[src/rtl/sseg_pkg.sv]
// Shared constants, digit-word field positions and FSM state type for the
// seven-segment BCD formatter.
package sseg_pkg;

  localparam int NUM_DIGITS = 8;
  localparam int DIGIT_W    = 6;
  localparam logic [26:0] MAX_DEC = 27'd99_999_999;

  // Digit word layout: {en, bcd[3:0], dp}
  localparam int EN_BIT  = 5;
  localparam int BCD_MSB = 4;
  localparam int BCD_LSB = 1;
  localparam int DP_BIT  = 0;

  typedef enum logic [1:0] {
    IDLE   = 2'd0,
    SHIFT  = 2'd1,
    FORMAT = 2'd2,
    DONE   = 2'd3
  } fsm_state_t;

endpackage

[src/rtl/sseg_bcd_formatter_if.sv]
// Request/result bundle between a producer of binary values and the formatter.
//
// Handshake: the master raises start with bin/dp_mask/blank_en valid; the
// formatter accepts it on the first clock edge where it is idle (busy=0) and
// ignores start at any other time (nothing is queued). done pulses for exactly
// one cycle when D0..D7/overflow carry the new result; those outputs then hold
// until the next done. state mirrors the internal FSM for observation only.
interface sseg_bcd_formatter_if #(
  parameter int IN_BITS = 27
);
  import sseg_pkg::*;

  logic               start;
  logic [IN_BITS-1:0] bin;
  logic [7:0]         dp_mask;
  logic               blank_en;
  logic               busy;
  logic               done;
  logic               overflow;
  logic [5:0]         D0, D1, D2, D3, D4, D5, D6, D7;
  fsm_state_t         state;

  modport master (
    output start, bin, dp_mask, blank_en,
    input  busy, done, overflow, D0, D1, D2, D3, D4, D5, D6, D7, state
  );

  modport slave (
    input  start, bin, dp_mask, blank_en,
    output busy, done, overflow, D0, D1, D2, D3, D4, D5, D6, D7, state
  );

endinterface

[src/rtl/bcd_adj3.sv]
// Double-dabble nibble corrector: adds 3 to a BCD nibble that is 5 or more so
// the following left shift carries correctly into the next decade.
module bcd_adj3 (
  input  logic [3:0] nib,
  output logic [3:0] adj
);

  // Add-3 correction applied before each shift
  assign adj = (nib >= 4'd5) ? (nib + 4'd3) : nib;

endmodule

[src/rtl/sseg_bcd_formatter.sv]
// Binary-to-8-digit BCD formatter for the seven-segment driver. A serial
// double-dabble engine converts one input bit per cycle; the result is then
// blanked/decorated and loaded into output registers in one cycle so the
// display only ever changes on completion.
module sseg_bcd_formatter
  import sseg_pkg::*;
#(
  parameter int IN_BITS = 27
) (
  input logic             clk,
  input logic             reset_n,
  sseg_bcd_formatter_if.slave bus
);

  localparam int BCD_W = 4 * NUM_DIGITS;
  localparam int CNT_W = $clog2(IN_BITS);

  fsm_state_t         state;
  logic [BCD_W-1:0]   bcd;
  logic [BCD_W-1:0]   bcd_adj;
  logic [IN_BITS-1:0] bin_sh;
  logic [CNT_W-1:0]   cnt;
  logic [7:0]         dp_q;
  logic               blank_q;
  logic               ovf_cap;
  logic               over;
  logic               busy_q;
  logic               done_q;
  logic               ovf_q;
  logic [NUM_DIGITS-1:0][DIGIT_W-1:0] digits;
  logic [NUM_DIGITS-1:0][DIGIT_W-1:0] fmt;
  logic               higher_blank;
  logic               higher_dp;
  logic               en;
  logic [3:0]         nib;

  // Values above eight decimal digits saturate to 99_999_999
  assign over = (32'(bus.bin) > 32'(MAX_DEC));

  genvar g;
  generate
    for (g = 0; g < NUM_DIGITS; g++) begin : g_adj
      bcd_adj3 u_adj (
        .nib (bcd[4*g +: 4]),
        .adj (bcd_adj[4*g +: 4])
      );
    end
  endgenerate

  // Leading-zero blanking scan from the most significant digit downwards
  always_comb begin
    fmt          = '0;
    higher_blank = 1'b1;
    higher_dp    = 1'b0;
    en           = 1'b1;
    nib          = 4'd0;
    for (int k = NUM_DIGITS - 1; k >= 0; k--) begin
      nib = bcd[4*k +: 4];
      en  = 1'b1;
      if (k != 0 && blank_q && nib == 4'd0 && higher_blank && !dp_q[k] && !higher_dp) begin
        en = 1'b0;
      end
      fmt[k][EN_BIT]          = en;
      fmt[k][BCD_MSB:BCD_LSB] = nib;
      fmt[k][DP_BIT]          = dp_q[k];
      higher_blank            = higher_blank & ~en;
      higher_dp               = higher_dp | dp_q[k];
    end
  end

  // Control FSM, conversion datapath and registered outputs
  always_ff @(posedge clk or negedge reset_n) begin
    if (!reset_n) begin
      state   <= IDLE;
      bcd     <= '0;
      bin_sh  <= '0;
      cnt     <= '0;
      dp_q    <= '0;
      blank_q <= 1'b0;
      ovf_cap <= 1'b0;
      busy_q  <= 1'b0;
      done_q  <= 1'b0;
      ovf_q   <= 1'b0;
      digits  <= '0;
    end else begin
      done_q <= 1'b0;
      case (state)
        IDLE: begin
          if (bus.start) begin
            ovf_cap <= over;
            bin_sh  <= over ? IN_BITS'(MAX_DEC) : bus.bin;
            dp_q    <= bus.dp_mask;
            blank_q <= bus.blank_en;
            bcd     <= '0;
            cnt     <= CNT_W'(IN_BITS - 1);
            busy_q  <= 1'b1;
            state   <= SHIFT;
          end
        end
        SHIFT: begin
          bcd    <= {bcd_adj[BCD_W-2:0], bin_sh[IN_BITS-1]};
          bin_sh <= {bin_sh[IN_BITS-2:0], 1'b0};
          cnt    <= cnt - 1'b1;
          if (cnt == '0) begin
            state <= FORMAT;
          end
        end
        FORMAT: begin
          digits <= fmt;
          ovf_q  <= ovf_cap;
          done_q <= 1'b1;
          state  <= DONE;
        end
        DONE: begin
          busy_q <= 1'b0;
          state  <= IDLE;
        end
        default: state <= IDLE;
      endcase
    end
  end

  assign bus.busy     = busy_q;
  assign bus.done     = done_q;
  assign bus.overflow = ovf_q;
  assign bus.state    = state;
  assign bus.D0       = digits[0];
  assign bus.D1       = digits[1];
  assign bus.D2       = digits[2];
  assign bus.D3       = digits[3];
  assign bus.D4       = digits[4];
  assign bus.D5       = digits[5];
  assign bus.D6       = digits[6];
  assign bus.D7       = digits[7];

endmodule

[src/flat_wrapper.sv]
// flat-port wrapper written by rule: the top's interface ports become plain ports
module sseg_bcd_formatter_flat import sseg_pkg::*;
#(
  parameter int IN_BITS = 27
)
  (clk, reset_n, bus_start, bus_bin, bus_dp_mask, bus_blank_en, bus_busy, bus_done, bus_overflow, bus_D0, bus_D1, bus_D2, bus_D3, bus_D4, bus_D5, bus_D6, bus_D7, bus_state);
  sseg_bcd_formatter_if #(.IN_BITS(IN_BITS)) bus_i ();
  input logic clk;
  input logic reset_n;
  input wire logic [$bits(bus_i.start)-1:0] bus_start;
  input wire logic [$bits(bus_i.bin)-1:0] bus_bin;
  input wire logic [$bits(bus_i.dp_mask)-1:0] bus_dp_mask;
  input wire logic [$bits(bus_i.blank_en)-1:0] bus_blank_en;
  output wire logic [$bits(bus_i.busy)-1:0] bus_busy;
  output wire logic [$bits(bus_i.done)-1:0] bus_done;
  output wire logic [$bits(bus_i.overflow)-1:0] bus_overflow;
  output wire logic [$bits(bus_i.D0)-1:0] bus_D0;
  output wire logic [$bits(bus_i.D1)-1:0] bus_D1;
  output wire logic [$bits(bus_i.D2)-1:0] bus_D2;
  output wire logic [$bits(bus_i.D3)-1:0] bus_D3;
  output wire logic [$bits(bus_i.D4)-1:0] bus_D4;
  output wire logic [$bits(bus_i.D5)-1:0] bus_D5;
  output wire logic [$bits(bus_i.D6)-1:0] bus_D6;
  output wire logic [$bits(bus_i.D7)-1:0] bus_D7;
  output wire logic [$bits(bus_i.state)-1:0] bus_state;
  assign bus_i.start = bus_start;
  assign bus_i.bin = bus_bin;
  assign bus_i.dp_mask = bus_dp_mask;
  assign bus_i.blank_en = bus_blank_en;
  assign bus_busy = bus_i.busy;
  assign bus_done = bus_i.done;
  assign bus_overflow = bus_i.overflow;
  assign bus_D0 = bus_i.D0;
  assign bus_D1 = bus_i.D1;
  assign bus_D2 = bus_i.D2;
  assign bus_D3 = bus_i.D3;
  assign bus_D4 = bus_i.D4;
  assign bus_D5 = bus_i.D5;
  assign bus_D6 = bus_i.D6;
  assign bus_D7 = bus_i.D7;
  assign bus_state = bus_i.state;
  sseg_bcd_formatter #(.IN_BITS(IN_BITS)) u_core (.clk(clk), .reset_n(reset_n), .bus(bus_i));
endmodule
[config.mk]
export PLATFORM = sky130hd
export DESIGN_NAME = sseg_bcd_formatter_flat
export DESIGN_NICKNAME = d
export VERILOG_FILES = /design/src/rtl/sseg_pkg.sv /design/src/rtl/sseg_bcd_formatter_if.sv /design/src/rtl/bcd_adj3.sv /design/src/rtl/sseg_bcd_formatter.sv /design/src/flat_wrapper.sv
export SDC_FILE = /design/constraint.sdc
export NUM_CORES = 1
export LEC_CHECK = 0
export CELL_PAD_IN_SITES_DETAIL_PLACEMENT = 1
export CELL_PAD_IN_SITES_GLOBAL_PLACEMENT = 2
export CORE_AREA = 2 2 117 119
export CTS_BUF_LIST = sky130_fd_sc_hd__clkbuf_4 sky130_fd_sc_hd__clkbuf_8
export CTS_CLUSTER_DIAMETER = 80
export DETAILED_ROUTE_END_ITERATION = 12
export DIE_AREA = 0 0 119 121
export DONT_BUFFER_PORTS = 1
export GPL_ROUTABILITY_DRIVEN = 0
export PLACE_DENSITY = 0.94
export REMOVE_ABC_BUFFERS = 1
export SYNTH_ARGS = -nofsm -noshare
export SYNTH_HDL_FRONTEND = slang
export SYNTH_SLANG_ARGS = --single-unit
[constraint.sdc]
create_clock -name clk -period 3.4 [get_ports clk]
set_input_delay 0.51 -clock clk [delete_from_list [all_inputs] [get_ports clk]]
set_output_delay 0.51 -clock clk [all_outputs]
set_load 0.03 [all_outputs]
# ---- After elaboration in Yosys (flattened, before gate mapping)
# Cells that the tools add are included.
dict set report word_totals {
  reg_bits 127
  in_bits 39
  output_inout_bits 53
  word_cells 132
}
dict set report classes {
  add_sub_neg 9
  magnitude_cmp 9
  eq_ne 5
  muxes 28
  bitwise 10
  reduce_logical 53
}
# operator n
set ops {}
lappend ops {{$pmux 32 s2} 1}
lappend ops {{$mux 27} 2}
lappend ops {{$pmux 27 s2} 1}
lappend ops {{$ge 4x3->1 const B} 8}
lappend ops {{$mux 32} 1}
lappend ops {{$add 4x2->4 const B} 7}
lappend ops {{$logic_not 4->1} 7}
lappend ops {{$mux 4} 7}
lappend ops {{$gt 27x27->1 const B} 1}
lappend ops {{$logic_and 1x1->1} 26}
lappend ops {{$logic_not 1->1} 12}
lappend ops {{$pmux 5 s2} 1}
lappend ops {{$mux 1} 9}
lappend ops {{$pmux 2 s4} 1}
lappend ops {{$reduce_and 2->1} 4}
lappend ops {{$and 1x1->1} 5}
lappend ops {{$logic_not 5->1} 1}
lappend ops {{$mux 5} 1}
lappend ops {{$or 1x1->1} 5}
lappend ops {{$sub 5x1->5 const B} 1}
lappend ops {{$eq 2x2->1 const B} 2}
lappend ops {{$mux 2} 2}
lappend ops {{$reduce_bool 2->1} 2}
lappend ops {{$add 3x2->3 const B} 1}
lappend ops {{6 further kinds} 6}

# ---- Logic depth before layout (Yosys ltp)
dict set report logic_depth {
  word_depth 27
  depth_mapped 9
  depth_no_buf 6
}

# ---- Modules after synthesis
# A second synthesis with hierarchy kept.
dict set report hier_totals {
  cells_unflattened 548
  area_unflattened_um2 6028.3
}
# module instances cells_each area_each_um2 seq_area_each_um2
set modules_own_cells {}
lappend modules_own_cells {sseg_bcd_formatter 1 420 5217.5 3178.0}
lappend modules_own_cells {bcd_adj3 8 16 101.3 0.0}

# ---- Least setup slack after synthesis
# Ideal clock, no wire load.
dict set report synth_path {
  kind {reg-to-reg}
  start {reg u_core.state[1] (netlist: u_core.bus.state[1])}
  end {reg u_core.state[1] (netlist: u_core.bus.state[1])}
  setup_time_ns 0.125
  arrival_time_ns 1.805
  required_time_ns 3.275
  setup_slack_ns 1.470
  stages_incl_launch_ff 9
  n_path_buf 2
  period_less_slack_ns 1.930
  path_cell_list {dfrtp_1 > inv_1 > ha_1 > buf_4 > inv_2 > clkbuf_1 > a31oi_1 > nor2_1 > mux2_2}
}
dict set report synth_between {
  elab_chain_len 3
  word_cells_on_any_way 8
  cone_classes {eq/ne (5); mux (1); reduce/logical (2)}
}
# item line
set synth_rtl {}
lappend synth_rtl {{from (decl)} sseg_bcd_formatter.sv:18} ;# fsm_state_t state;
lappend synth_rtl {{from (signal assigned)} sseg_bcd_formatter.sv:74} ;# state <= IDLE;
lappend synth_rtl {{from (signal assigned)} sseg_bcd_formatter.sv:97} ;# state <= SHIFT;
lappend synth_rtl {{from (signal assigned)} sseg_bcd_formatter.sv:105} ;# state <= FORMAT;
lappend synth_rtl {{$eq 2x1->1 or $logic_not 2->1 (tied branches)} sseg_bcd_formatter.sv:87} ;# case (state)
lappend synth_rtl {{$ne 2x1->1 (no source line) or $ne 2x2->1 (tied branches)} --}
lappend synth_rtl {{$reduce_and 2->1 (no source line)} --}
# Parallel ways exist; a longest one is shown, timed or not.
# A chain may end at the register's enable or synchronous reset.

# ---- Final worst setup path
dict set report layout_path {
  start {reg u_core.state[1] (netlist: u_core.bus.state[1])}
  end {reg u_core.bcd[8]}
}
dict set report layout_between {
  elab_chain_len 3
  word_cells_on_any_way 6
  cone_classes {eq/ne (2); mux (1); reduce/logical (3)}
}
# item line
set layout_rtl {}
lappend layout_rtl {{$eq 2x1->1 or $logic_not 2->1 (tied branches)} sseg_bcd_formatter.sv:87}
lappend layout_rtl {{$reduce_bool 2->1 (no source line) or $ne 2x2->1 (tied branches)} --}
lappend layout_rtl {{$reduce_and 2->1 (no source line)} --}
lappend layout_rtl {{to (signal assigned)} sseg_bcd_formatter.sv:101} ;# bcd <= {bcd_adj[BCD_W-2:0], bin_sh[IN_BITS-1]};
lappend layout_rtl {{to (decl)} sseg_bcd_formatter.sv:19} ;# logic [BCD_W-1:0] bcd;
# Parallel ways exist; a longest one is shown, timed or not.

==> run summary <==
Worst vdd ir -> 0.4130 mV
Syn avg cell area -> 11.54 µm²
Worst reg2reg startpoint -> u_core.bus.state[1]
Fmax -> 356.5 MHz
Largest net degree at the start of global routing -> 128
MaxCap Viol Count -> 0
Net Switching -> 2.971 mW
Setup crit start kind -> register
Port bufs -> 0
Final Hold Vio Count -> 0
Yosys cell types -> 57
Main area contributors after synthesis -> dfrtp_1, mux2_2, ha_1
Clock Power Share -> 0.216
Pre-CTS setup slack -> 588.7 ps
Count of pins over their slew limit -> 0
Top-area cell type share of the netlist area -> 0.5216
CTS max path bufs -> 2
Vias per inst -> 5.732
Seq pwr share -> 0.427
Leak -> 2.933 nW
Post-DRT Antenna Nets -> 0
Initial antenna violation count -> 0
CP Data Required Time -> 3760 ps
Critical Path AT -> 3160 ps
Cell count after synthesis -> 528
Die Ht -> 121 µm
Yosys warnings -> 0
Crit path cell chain -> inv_1, ha_1, inv_2, nor2_4, o311ai_0, o22ai_1
Crit. End Element -> register
CP max FO -> 21
Number of I/O pins -> 92
Outcome -> finished, final reports clean
Share of cells above drive strength 1 -> 0.2286
Post-layout worst setup margin -> 594.6 ps
Cell taking the most area after synthesis -> dfrtp_1
Critical path startpoint -> u_core.bus.state[1]
Setup_tns -> 0 ps
Skew-Pair Late Insertion Delay -> 440 ps
Skew final -> 10.20 ps
TritonCTS clock tree -> built
Async S/R FF share, synth -> 1.000
Sink Count -> 127
WL final -> 14.12 mm
Initial core utilization -> 0.4657
DR WL/cell -> 19.77 µm
Comb pwr share -> 0.357
Pwr Density -> 1062 nW/µm²
CTS Root Cell -> clkbuf_8
GRT overflow -> 0
Router iterations before antenna repair -> 4
Total vias in the final route -> 4093
Post-synthesis sequential area ratio -> 0.5216
H-tree depth -> 4
DRC -> 0
Main flop type after synthesis -> dfrtp_1
Max-Slew Margin vs Limit -> 0.3409
Crit-path max cell delay -> 720 ps
Final Critical Period -> 2805 ps
Vias in the first global route -> 4513
Global-route wire length before repair -> 23.44 mm
Antenna cells -> 0
Kind of critical path -> reg -> reg
Count leader, synth -> dfrtp_1
Worst Hold Class -> in -> async
CTS Buf Count -> 17
Post-Syn Area -> 6093 µm²
Layout Nets -> 593
Synth top cells by count -> dfrtp_1, mux2_2, nor2_1
# setup viols final -> 0
DR iter-0 viols -> 160
Post-synth EDFFs -> 0
Placed wire-length estimate -> 9.455 mm
Die Width -> 119 µm
Total core area -> 13090 µm²
Total track usage -> 0.2076
Synth-to-Final Area Change -> 10.41%
Total die area -> 14400 µm²
Clk slew on worst S/H paths -> 70 ps
#FFs+latches synth -> 127
Cells resized by post-CTS repair -> 0
RSZ-0062 raised after global routing -> false
Pint -> 4.177 mW
Rows -> 42
Switching share of power -> 0.4157
Final period util -> 0.8251
Reg2reg setup slack -> 590 ps
Critical-path top delay cell -> ha_1
Slew @ Worst Pin -> 967.9 ps
[area by class of cell]
cell class	count	area (µm²)
Clock inverter	10	181.4
Inverter	22	82.58
Clock buffer	22	296.5
Multi-Input combinational cell	351	2691
Tap cell	176	220.2
Fill cell	1369	6357
Sequential cell	127	3178
Timing Repair Buffer	6	77.57
[routing by layer]
layer	global-route usage	wire length, µm	share of wire
met1	0.2406	5947	0.42
met2	0.3653	7281	0.52
met3	0.07143	731	0.052
met4	0.05878	156	0.011
met5	0	0	0
[path summary, 6_finish.rpt]
path,to,cells past startpoint
max,u_core.bcd[8],6
min,u_core.bus.D2[2],1
max reg2reg,u_core.bcd[8],6
min reg2reg,u_core.bin_sh[26],2
max in group asynchronous,u_core.bus.D0[0],1
min in group clk,u_core.cnt[2],1
[cell usage in the layout (no fill, tap or decap), types with 3 or more instances in the layout]
cell	n
o211ai_1	3
buf_4	4
a21oi_2	10
a22o_1	5
a31o_2	7
nand2b_1	8
o311ai_0	3
nand3_1	8
o21ai_0	28
nor4b_1	3
mux2i_1	6
nand2_1	26
a31oi_1	5
clkinv_2	3
inv_1	21
nor2_1	35
o22ai_1	19
o31ai_1	7
clkbuf_8	21
nor3b_1	3
or3_1	12
ha_1	28
a21oi_1	28
mux2_2	56
bufinv_16	5
a32o_1	7
xnor2_1	10
dfrtp_1	127
[flip-flops by register name (all words and copies together), names as in the netlist, 2 cells and up]
signal / flops
u_core.bin_sh: 27
u_core.bus.D7: 6
u_core.bus.D3: 6
u_core.bus.D1: 6
u_core.dp_q: 8
u_core.bus.D0: 6
u_core.bus.D6: 6
u_core.cnt: 5
u_core.bus.state: 2
u_core.bcd: 32
u_core.bus.D4: 6
u_core.bus.D5: 6
u_core.bus.D2: 6
[logic make-up after synthesis]
| logic type | Yosys count | synth area share |
|---|---|---|
| flops | 127 | 0.5216 |
| mux | 63 | 0.1150 |
| compound gates | 134 | 0.1487 |
| buf+inv | 50 | 0.03922 |
| xor+xnor | 12 | 0.01725 |
| simple gates | 113 | 0.09877 |
| fa+ha+maj | 29 | 0.05955 |
[power groups by stage]
stage | Clock, mW | Sequential, mW | Combinational (mW)
floorplan | 0 | 2.88 | 1.92
global placement | 0 | 3.04 | 2.39
detailed placement | 0 | 3.09 | 2.52
CTS | 1.57 | 3.06 | 2.56
global route | 1.65 | 3.14 | 2.86
finish | 1.54 | 3.05 | 2.55
[through the flow]
stage	power (mW)	utilization	area, µm²	std cells	hold slack, ps
finish	7.148	0.5142	6728	714	20.12
global route	7.656	0.5142	6728	714	59.41
CTS	7.194	0.5120	6700	713	-268.1
detailed placement	5.608	0.4755	6222	681	217.7
floorplan	4.804	-	5937	500	214.4
global placement	5.431	0.4755	6222	681	218.4
[what timing repair did]
item                                   in CTS  in global routing
setup endpoints to repair                   0                  0
endpoints found under the hold margin     127                127
buffers inserted                            0                  0
[worst max-delay path, delay by kind of cell, from the launching register on]
family	cells	cell delay (ps)
AOI/OAI and AO/OA	2	460
adders and majority gates	1	720
buffers and inverters	2	500
DFF	1	530
and+or+nand+nor	1	520
Note: power is estimated with default switching activity, not from simulation.
